File: src/rtl/wb_arb_pkg.sv
// Shared types for the two-master Wishbone arbiter: FSM states, master indices
// and the state-to-grant encoding.
package wb_arb_pkg;

  typedef enum logic [2:0] {
    IDLE = 3'd0,
    OWN0 = 3'd1,
    OWN1 = 3'd2,
    TO0  = 3'd3,
    TO1  = 3'd4
  } arb_state_e;

  localparam int M0 = 0;
  localparam int M1 = 1;

  // The grant stays with the owner through its abort cycle.
  function automatic logic [1:0] grant_of(arb_state_e s);
    logic [1:0] g;
    g = 2'b00;
    case (s)
      OWN0, TO0: g[M0] = 1'b1;
      OWN1, TO1: g[M1] = 1'b1;
      default:   g = 2'b00;
    endcase
    return g;
  endfunction

endpackage

File: src/rtl/wb_arb_watchdog.sv
// Bus watchdog: counts consecutive unanswered strobe cycles and flags expiry.
// A TIMEOUT of 0 disables it.
module wb_arb_watchdog
  import wb_arb_pkg::*;
#(
  parameter int TIMEOUT = 255
) (
  input  logic clk_i,
  input  logic rst_i,
  input  logic clr_i,
  input  logic en_i,
  output logic expire_o
);

  localparam int CW = (TIMEOUT > 0) ? $clog2(TIMEOUT + 1) : 1;
  localparam logic [CW-1:0] LAST = (TIMEOUT > 0) ? CW'(TIMEOUT - 1) : '0;

  logic [CW-1:0] cnt_q, cnt_d;
  logic          hit;

  // A termination on the final cycle wins over the abort.
  assign hit      = (TIMEOUT > 0) && en_i && !clr_i && (cnt_q == LAST);
  assign expire_o = hit;

  always_comb begin
    cnt_d = cnt_q;
    if (clr_i || hit || (TIMEOUT == 0)) cnt_d = '0;
    else if (en_i)                      cnt_d = cnt_q + CW'(1);
  end

  always_ff @(posedge clk_i) begin
    if (rst_i) cnt_q <= '0;
    else       cnt_q <= cnt_d;
  end

endmodule

File: src/rtl/wb_bus_arbiter_2m.sv
// Two-master Wishbone classic arbiter: round-robin, grant held for a whole CYC,
// silent slave turned into ERR by the watchdog.
//   state | meaning
//   IDLE  | no owner, slave port quiet
//   OWN0  | m0 owns the slave port
//   OWN1  | m1 owns the slave port
//   TO0   | one-cycle watchdog abort to m0
//   TO1   | one-cycle watchdog abort to m1
module wb_bus_arbiter_2m
  import wb_arb_pkg::*;
#(
  parameter int AW      = 32,
  parameter int DW      = 32,
  parameter int TIMEOUT = 255,
  localparam int SW     = DW / 8
) (
  input  logic          wb_clk_i,
  input  logic          wb_rst_i,
  input  logic          m0_cyc_i,
  input  logic          m0_stb_i,
  input  logic          m0_we_i,
  input  logic [AW-1:0] m0_adr_i,
  input  logic [SW-1:0] m0_sel_i,
  input  logic [DW-1:0] m0_dat_i,
  output logic [DW-1:0] m0_dat_o,
  output logic          m0_ack_o,
  output logic          m0_err_o,
  output logic          m0_rty_o,
  input  logic          m1_cyc_i,
  input  logic          m1_stb_i,
  input  logic          m1_we_i,
  input  logic [AW-1:0] m1_adr_i,
  input  logic [SW-1:0] m1_sel_i,
  input  logic [DW-1:0] m1_dat_i,
  output logic [DW-1:0] m1_dat_o,
  output logic          m1_ack_o,
  output logic          m1_err_o,
  output logic          m1_rty_o,
  output logic          s_cyc_o,
  output logic          s_stb_o,
  output logic          s_we_o,
  output logic [AW-1:0] s_adr_o,
  output logic [SW-1:0] s_sel_o,
  output logic [DW-1:0] s_dat_o,
  input  logic [DW-1:0] s_dat_i,
  input  logic          s_ack_i,
  input  logic          s_err_i,
  input  logic          s_rty_i,
  output logic [1:0]    grant_o,
  output logic          timeout_o
);

  arb_state_e state_q, state_d;
  logic       last_q, last_d;
  logic       stb_own, ack_t, err_t, rty_t, wd_expire;

  always_comb begin
    stb_own = 1'b0;
    if (state_q == OWN0)      stb_own = m0_stb_i;
    else if (state_q == OWN1) stb_own = m1_stb_i;
  end

  // Slave protocol violations resolve as ack > err > rty.
  assign ack_t = s_ack_i & stb_own;
  assign err_t = s_err_i & stb_own & ~s_ack_i;
  assign rty_t = s_rty_i & stb_own & ~s_ack_i & ~s_err_i;

  wb_arb_watchdog #(.TIMEOUT(TIMEOUT)) u_watchdog (
    .clk_i    (wb_clk_i),
    .rst_i    (wb_rst_i),
    .clr_i    (~stb_own | s_ack_i | s_err_i | s_rty_i),
    .en_i     (stb_own),
    .expire_o (wd_expire)
  );

  always_comb begin
    state_d = state_q;
    last_d  = last_q;
    case (state_q)
      IDLE: begin
        if (m0_cyc_i && m1_cyc_i) state_d = last_q ? OWN0 : OWN1;
        else if (m0_cyc_i)        state_d = OWN0;
        else if (m1_cyc_i)        state_d = OWN1;
      end
      OWN0, TO0: begin
        if (!m0_cyc_i) begin
          last_d  = 1'b0;
          state_d = m1_cyc_i ? OWN1 : IDLE;
        end else if (state_q == TO0) state_d = OWN0;
        else if (wd_expire)          state_d = TO0;
      end
      OWN1, TO1: begin
        if (!m1_cyc_i) begin
          last_d  = 1'b1;
          state_d = m0_cyc_i ? OWN0 : IDLE;
        end else if (state_q == TO1) state_d = OWN1;
        else if (wd_expire)          state_d = TO1;
      end
      default: state_d = IDLE;
    endcase
  end

  always_ff @(posedge wb_clk_i) begin
    if (wb_rst_i) begin
      state_q <= IDLE;
      last_q  <= 1'b1;
    end else begin
      state_q <= state_d;
      last_q  <= last_d;
    end
  end

  always_comb begin
    s_cyc_o   = 1'b0;
    s_stb_o   = 1'b0;
    s_we_o    = 1'b0;
    s_adr_o   = '0;
    s_sel_o   = '0;
    s_dat_o   = '0;
    m0_dat_o  = '0;
    m0_ack_o  = 1'b0;
    m0_err_o  = 1'b0;
    m0_rty_o  = 1'b0;
    m1_dat_o  = '0;
    m1_ack_o  = 1'b0;
    m1_err_o  = 1'b0;
    m1_rty_o  = 1'b0;
    timeout_o = 1'b0;
    case (state_q)
      OWN0: begin
        s_cyc_o  = m0_cyc_i;
        s_stb_o  = m0_stb_i;
        s_we_o   = m0_we_i;
        s_adr_o  = m0_adr_i;
        s_sel_o  = m0_sel_i;
        s_dat_o  = m0_dat_i;
        m0_dat_o = s_dat_i;
        m0_ack_o = ack_t;
        m0_err_o = err_t;
        m0_rty_o = rty_t;
      end
      OWN1: begin
        s_cyc_o  = m1_cyc_i;
        s_stb_o  = m1_stb_i;
        s_we_o   = m1_we_i;
        s_adr_o  = m1_adr_i;
        s_sel_o  = m1_sel_i;
        s_dat_o  = m1_dat_i;
        m1_dat_o = s_dat_i;
        m1_ack_o = ack_t;
        m1_err_o = err_t;
        m1_rty_o = rty_t;
      end
      TO0: begin
        m0_err_o  = 1'b1;
        timeout_o = 1'b1;
      end
      TO1: begin
        m1_err_o  = 1'b1;
        timeout_o = 1'b1;
      end
      default: ;
    endcase
    grant_o = grant_of(state_q);
  end

endmodule

File: config.mk
export PLATFORM = sky130hd
export DESIGN_NAME = wb_bus_arbiter_2m
export DESIGN_NICKNAME = d
export VERILOG_FILES = /design/src/rtl/wb_arb_pkg.sv /design/src/rtl/wb_arb_watchdog.sv /design/src/rtl/wb_bus_arbiter_2m.sv
export SDC_FILE = /design/constraint.sdc
export NUM_CORES = 1
export LEC_CHECK = 0
export BUFFER_PORTS_ARGS = -buffer_cell sky130_fd_sc_hd__buf_2
export CORE_AREA = 2 2 126 128
export CTS_CLUSTER_SIZE = 25
export DETAILED_ROUTE_END_ITERATION = 8
export DIE_AREA = 0 0 128 130
export HOLD_SLACK_MARGIN = 0.15
export PLACE_DENSITY = 0.5
export SYNTH_ARGS = -nofsm -noshare
export SYNTH_HDL_FRONTEND = slang
export SYNTH_SLANG_ARGS = --single-unit
File: constraint.sdc
create_clock -name wb_clk_i -period 2.7 [get_ports wb_clk_i]
set_input_delay 0 -clock wb_clk_i [delete_from_list [all_inputs] [get_ports wb_clk_i]]
set_output_delay 0 -clock wb_clk_i [all_outputs]
set_load 0.1 [all_outputs]
==> results of run 1 <==
==> kinds of logic (layout without fill, tap and decap cells) <==
kind of cell,after synthesis,in the layout,synth area share
AOI/OAI and AO/OA,96,96,0.418
xor gates and xnor gates,6,6,0.0266
adders and majority gates,2,2,0.0127
buffers and inverters,37,343,0.0817
DFF,12,12,0.122
muxes,1,1,0.00507
other,0,1,0
and+or+nand+nor,108,108,0.334
==> state kept, by name (all words and copies together) (netlist names) <==
| signal | count |
|---|---|
| state_q | 3 |
| last_q | 1 |
| u_watchdog.cnt_q | 8 |
==> worst min-delay path, stage by stage <==
cell    delay [ns]
buf_2         0.12
inv_1         0.16
nor3_1        0.09
==> layout make-up <==
cell class / instances / area [um2] / share of cell area
Clock buffer: 3 / 75.1 / 0.0192
Sequential cell: 12 / 240 / 0.0615
Multi-Input combinational cell: 213 / 1590 / 0.407
Inverter: 9 / 33.8 / 0.00865
Timing Repair Buffer: 331 / 1720 / 0.442
Antenna cell: 1 / 2.50 / 0.000641
Tap cell: 192 / 240 / 0.0615
==> final timing paths <==
check / end / slack (ns)
max: s_adr_o[31] / 0.41
min: state_q[0] / 0.18
max reg2reg: u_watchdog.cnt_q[1] / 0.82
min reg2reg: u_watchdog.cnt_q[7] / 0.50
==> power groups by stage <==
stage | sequential [mW] | clock (mW) | combinational (mW)
final | 0.198 | 0.267 | 2.60
after detailed placement | 0.202 | 0 | 2.61
after CTS | 0.198 | 0.275 | 2.62
after floorplan | 0.191 | 0 | 2.10
after global routing | 0.200 | 0.285 | 2.69
after global placement | 0.201 | 0 | 2.62
==> Yosys cell counts, drive strengths merged <==
cell type / count
a22oi: 1
o22ai: 2
and3: 4
o22a: 1
nand2: 6
nor4: 1
buf: 15
nor3: 1
ha: 2
mux2i: 1
a22o: 71
nor2: 16
nand3: 3
and2: 64
nand4: 3
dfxtp: 12
a221oi: 1
a21oi: 6
a2111oi: 5
nand4b: 1
inv: 9
clkbuf: 13
a311oi: 1
a21o: 2
nand2b: 2
xnor2: 6
and4b: 1
o31ai: 1
or4: 1
a211oi: 5
nand3b: 4
and4: 1
==> metal layers <==
| layer | wire, um | up-vias | track usage |
|---|---|---|---|
| met3 | 826 | 14 | 0.0238 |
| met4 | 263 | 2 | 0.0414 |
| met5 | 51 | - | 0.0235 |
| li1 | - | 1591 | - |
| met2 | 7760 | 171 | 0.292 |
| met1 | 5680 | 1500 | 0.195 |
==> timing repair <==
action | in CTS | in global routing
endpoints found under the hold margin | 4 | 0
buffers inserted | 0 | 0
hold buffers | 2 | 0
==> metrics by stage <==
step / worst slack (ns) / instances
6_report: 0.413 / 761
5_1_grt: 0.239 / 761
4_1_cts: 0.377 / 760
3_5_place_dp: 0.628 / 755
3_3_place_gp: 0.622 / 755
2_1_floorplan: 0.182 / 262
==> metrics.md, run 1 <==
| Metric | Value |
|---|---|
| Setup tns final | 0 ns |
| Tot Pwr | between 3 and 4 mW |
| Initial antenna violation count | 3 |
| 1st-iter DRT viols | 154 |
| Clock transition at path regs | roughly 0.040 ns |
| Critical-path cell list | nand2_1, nor2_4, buf_4, a22o_1, buf_2 |
| R2R Path Start | state_q[1] |
| Chip Width | around 130 um |
| Via count | approximately 3300 |
| Row count | 46 |
| Io pins | 323 |
| Mean routed wirelength per cell | 19.2 um |
| Die height | 130 um |
| Hold Crit Start | m0_cyc_i |
| Via-to-Cell Ratio | roughly 4.3 |
| Most common cell after layout, fill and taps aside | buf_2 |
| Reg2reg path depth | 5 |
| DR DRC count | 0 |
| Fin nets | between 700 and 800 |
| Crit path max-delay family | buffers and inverters |
| Clock Power Share | 0.087 |
| Peak supply drop | between 0.3 and 0.4 mV |
| Part of the power in combinational logic | 0.848 |
| Mapped Avg Cell Area | 7.54 um2 |
| Port bufs | 322 |
| H-tree depth | 1 |
| CP Class | register to output pin |
| Post-synth net total | between 400 and 500 |
| First-pass iteration count of the detailed router | 4 |
| Net Switching | between 2 and 2.5 mW |
| Final min period | roughly 2.3 ns |
| Finished Cell Area | around 3900 um2 |
| Switching share of power | 0.728 |
| First-pass GRT wire length | approximately 20000 um |
| WL final | roughly 15000 um |
| Count of cell types in the netlist | 38 |
| CTS tree | done |
| CP startpoint | state_q[0] |
| Worst slew pin tran | between 0.6 and 0.7 ns |
| Leak | approximately 2.3 nW |
| Synth top area share | 0.315 |
| Hold depth | 3 |
| Worst clock skew | 0.00450 ns |
| Internal power | between 800 and 900 uW |
| #FFs+latches synth | 12 |
| GR Overflow Total | 0 |
| # resized after CTS | 0 |
| Clock root buffer | clkbuf_16 |
| # Max-Cap Violations | 0 |
| RSZ-0062 raised after global routing | false |
| CP arrival | between 2 and 2.5 ns |
| Yosys top cell by area | a22o_1 |
| Area grow syn2layout | 97.7% |
| PwrDens | between 700 and 800 nW/um2 |
| Critical-path maximum fanout | 50 |
| Outcome | complete, no violations |
| Clk buf depth | 2 |
| Final Hold Viols | 0 |
| Final Util | 0.253 |
| Core Area | around 15000 um2 |
| Crit-path slowest cell | dfxtp_1 |
| Synthesized cell area | just under 2000 um2 |
| F_max | about 440 MHz |
| Final GP Congestion | 0.802 |
| Worst hold slack | about 0.18 ns |
| WP depth | 5 |
| Worst Setup End Kind | output pin |
| Class of the most critical hold timing path | input pin to register |
| Largest net degree at the start of global routing | 57 |
| Dpl hpwl | roughly 13000 um |
| Critical Path Start Type | register |
| Buf/Inv on CP | 2 |
| Fin. max-slew vios | 0 |
| Vias in the first global route | 2946 |
| Most frequent cells in the layout | 321 x buf_2, 71 x a22o_1, 64 x and2_1 |
| Fillcell total | about 1800 |
| Seq pwr share | 0.065 |
| Cts bufs inserted | 3 |
| Clk_lat worst skew | roughly 0.24 ns |
| DP Area | 3810 um2 |
| Required time of the critical path | approximately 2.7 ns |
| Die area | 16600 um2 |
| Final setup violation count | 0 |
| Slew headroom | 0.602 |
| Sinks on Clock Net | 12 |
| Post-route ant nets | 0 |
| Seq/Total Area, Yosys | 0.122 |
| Main area contributors after synthesis | a22o_1 31%, and2_1 20%, dfxtp_1 12%, buf_2 3.0%, nor2_1 3.0% |
| Tot GR Track Use | 0.160 |
| Initial Utilization | 0.128 |
| Proportion of layout cells with a drive suffix above 1 | 0.597 |
| Fin crit share | 0.847 |
| Syn Inst Count | between 200 and 300 |
| Largest stage delay, worst path | between 0.5 and 0.6 ns |
| Synth warn | 0 |
(Power assumes the default switching activity.)
==> run 2, diff against run 1 <==
Settings changed: CORE_AREA 2 2 126 128 to 2 2 125 127, DIE_AREA 0 0 128 130 to 0 0 127 129, PLACE_DENSITY 0.5 to 0.51.
Clock period 2.7 ns to 2.3 ns, I/O delays scaled along.
==> run 2 against run 1 <==
Against the previous run: sequential share of layout area decreased by 1.8 points; total power increased by 43%; highest routed layer is now met4; via count decreased by 0.70%; clock skew decreased by 0.0020 ns; non-clock buffer count unchanged.
==> metrics.md, run 2 (same netlist as run 1, synthesis figures left out) <==
| Metric | Value |
|---|---|
| Class of the most critical hold timing path | input pin to register |
| Final Util | 0.372 (+0.119) |
| Final GP Congestion | 0.804 (+0.32%) |
| Post-route ant nets | 0 (unchanged) |
| Cts bufs inserted | 3 (unchanged) |
| Internal power | 1.68 mW (+100%) |
| Clock root buffer | clkbuf_16 |
| Core Area | 15000 um2 (-2.9%) |
| WL final | 13100 um (-10%) |
| Chip Width | 127 um (-0.78%) |
| Worst Setup End Kind | output pin |
| Most frequent cells in the layout | 211 x buf_2, 113 x buf_12, 71 x a22o_1 |
| Top Registers | u_watchdog.cnt_q (8), state_q (3), last_q (1) |
| Reg2reg path depth | 4 (-1) |
| Net Switching | 2.72 mW (+22%) |
| Hold depth | 4 (+1) |
| RSZ-0062 raised after global routing | false |
| Postcts setup bufs | 0 (unchanged) |
| Seq pwr share | 0.053 (-0.012) |
| Sinks on Clock Net | 12 (unchanged) |
| Dpl hpwl | 11400 um (-11%) |
| Tot Pwr | 4.40 mW (+43%) |
| Switching share of power | 0.618 (-0.110) |
| Die area | 16400 um2 (-1.5%) |
| Via-to-Cell Ratio | 4.30 (-0.18%) |
| CTS tree | done |
| DR DRC count | 0 (unchanged) |
| PwrDens | 790 nW/um2 (+0.53%) |
| Via count | 3255 (-0.70%) |
| R2R setup slack | 0.42 ns (-0.40 ns) |
| Clock transition at path regs | 0.05 ns (about the same) |
| Final setup violation count | 0 (unchanged) |
| Crit-path slowest cell | dfxtp_1 |
| Clock Power Share | 0.082 (-0.005) |
| # diodes | 0 (-1) |
| # Max-Cap Violations | 0 (unchanged) |
| H-tree depth | 1 (unchanged) |
| Final min period | ~2.2 ns |
| Tot GR Track Use | 0.144 (-0.0160) |
| Max reg flops | 8 (unchanged) |
| Leak | 2.65 nW (+16%) |
| Most common cell after layout, fill and taps aside | buf_2 |
| First-pass iteration count of the detailed router | 4 (unchanged) |
| Largest stage delay, worst path | 0.58 ns (+0.06 ns) |
| Critical-path cell list | nand3b_4, a211oi_1, nand4_1, a21oi_2, buf_2 |
| Required time of the critical path | 2.30 ns (-0.40 ns) |
| Vias in the first global route | 3041 (+3.2%) |
| Critical-path maximum fanout | 12 (-76%) |
| Outcome | complete, no violations |
| FF+latch area | 240 um2 (unchanged) |
| Setup tns final | 0 ns (unchanged) |
| Final Hold Viols | 0 (unchanged) |
| F_max | between 400 and 500 MHz |
| Proportion of layout cells with a drive suffix above 1 | 0.603 (+0.00598) |
| Peak supply drop | 0.343 mV (+13%) |
| Largest net degree at the start of global routing | 71 (+25%) |
| Part of the power in combinational logic | 0.864 (+0.016) |
| Fin. max-slew vios | 0 (unchanged) |
| Die height | 129 um (-0.77%) |
| 1st-iter DRT viols | 173 (+12%) |
| Clk buf depth | 2 (unchanged) |
| Port bufs | 322 (unchanged) |
| Reg with most FFs | u_watchdog.cnt_q |
| Mean routed wirelength per cell | 17.3 um (-9.9%) |
| Worst clock skew | 0.00253 ns (-0.00197 ns) |
| CP arrival | 2.16 ns (-0.13 ns) |
| Fin nets | 751 (unchanged) |
| Initial Utilization | 0.132 (+0.00383) |
| First-pass GRT wire length | 18300 um (-6.6%) |
| Critical Path Start Type | register |
| Fillcell total | 1514 (-15%) |
| Multi-input gate area | 1600 um2 (+0.39%) |
| GR Overflow Total | 0 (unchanged) |
| Cts hold-fix bufs | 2 (unchanged) |
| Row count | 45 (-2.2%) |
| Slew headroom | 0.614 (+0.0126) |
| Initial antenna violation count | 0 (-3) |
| # resized after CTS | 0 (unchanged) |
| Area grow syn2layout | 182% |
| Io pins | 323 (unchanged) |
| CP Class | register to output pin |
| Worst slew pin tran | 0.564 ns (-0.0376 ns) |
| Clk_lat worst skew | 0.24 ns (about the same) |
| Fin crit share | 0.940 |
-- run 2: worst max-delay path: cells and delay by family (launching register included) --
family,cells,cell delay [ns]
flops,1,0.58
compound gates,2,0.53
buf+inv,1,0.43
simple gates,2,0.37
-- run 2: final timing paths --
check                         to                start
max                     m1_err_o           state_q[1]
min          u_watchdog.cnt_q[7]              s_rty_i
max reg2reg  u_watchdog.cnt_q[1]           state_q[1]
min reg2reg  u_watchdog.cnt_q[7]  u_watchdog.cnt_q[7]
-- run 2: layout make-up --
cell class,instances,area share
clock buffer,4,0.0160
inverter,9,0.00607
multi-input combinational,213,0.286
sequential,12,0.0431
tap,188,0.0422
timing repair buffer,331,0.606
-- run 2: metrics by stage --
stage | std cells | hold slack, ns | worst slack [ns] | cell area, um2
floorplan | 262 | 0.0721 | 0.0456 | 1980
global placement | 751 | 0.263 | 0.433 | 5460
detailed placement | 751 | 0.261 | 0.421 | 5460
CTS | 757 | 0.161 | 0.158 | 5570
global route | 757 | 0.215 | 0.0597 | 5570
finish | 757 | 0.163 | 0.138 | 5570
-- run 2: power by group through the flow --
stage | Combinational [mW] | Clock, mW | Sequential (mW)
global route | 3.90 | 0.374 | 0.236
CTS | 3.82 | 0.365 | 0.234
global placement | 3.81 | 0 | 0.238
finish | 3.80 | 0.361 | 0.235
floorplan | 2.47 | 0 | 0.224
detailed placement | 3.81 | 0 | 0.238
-- run 2: routing by layer --
metal	global-route usage	part of all wire
met5	0	0
met4	0.0194	0.0050
met3	0.0358	0.076
met2	0.238	0.49
met1	0.195	0.43
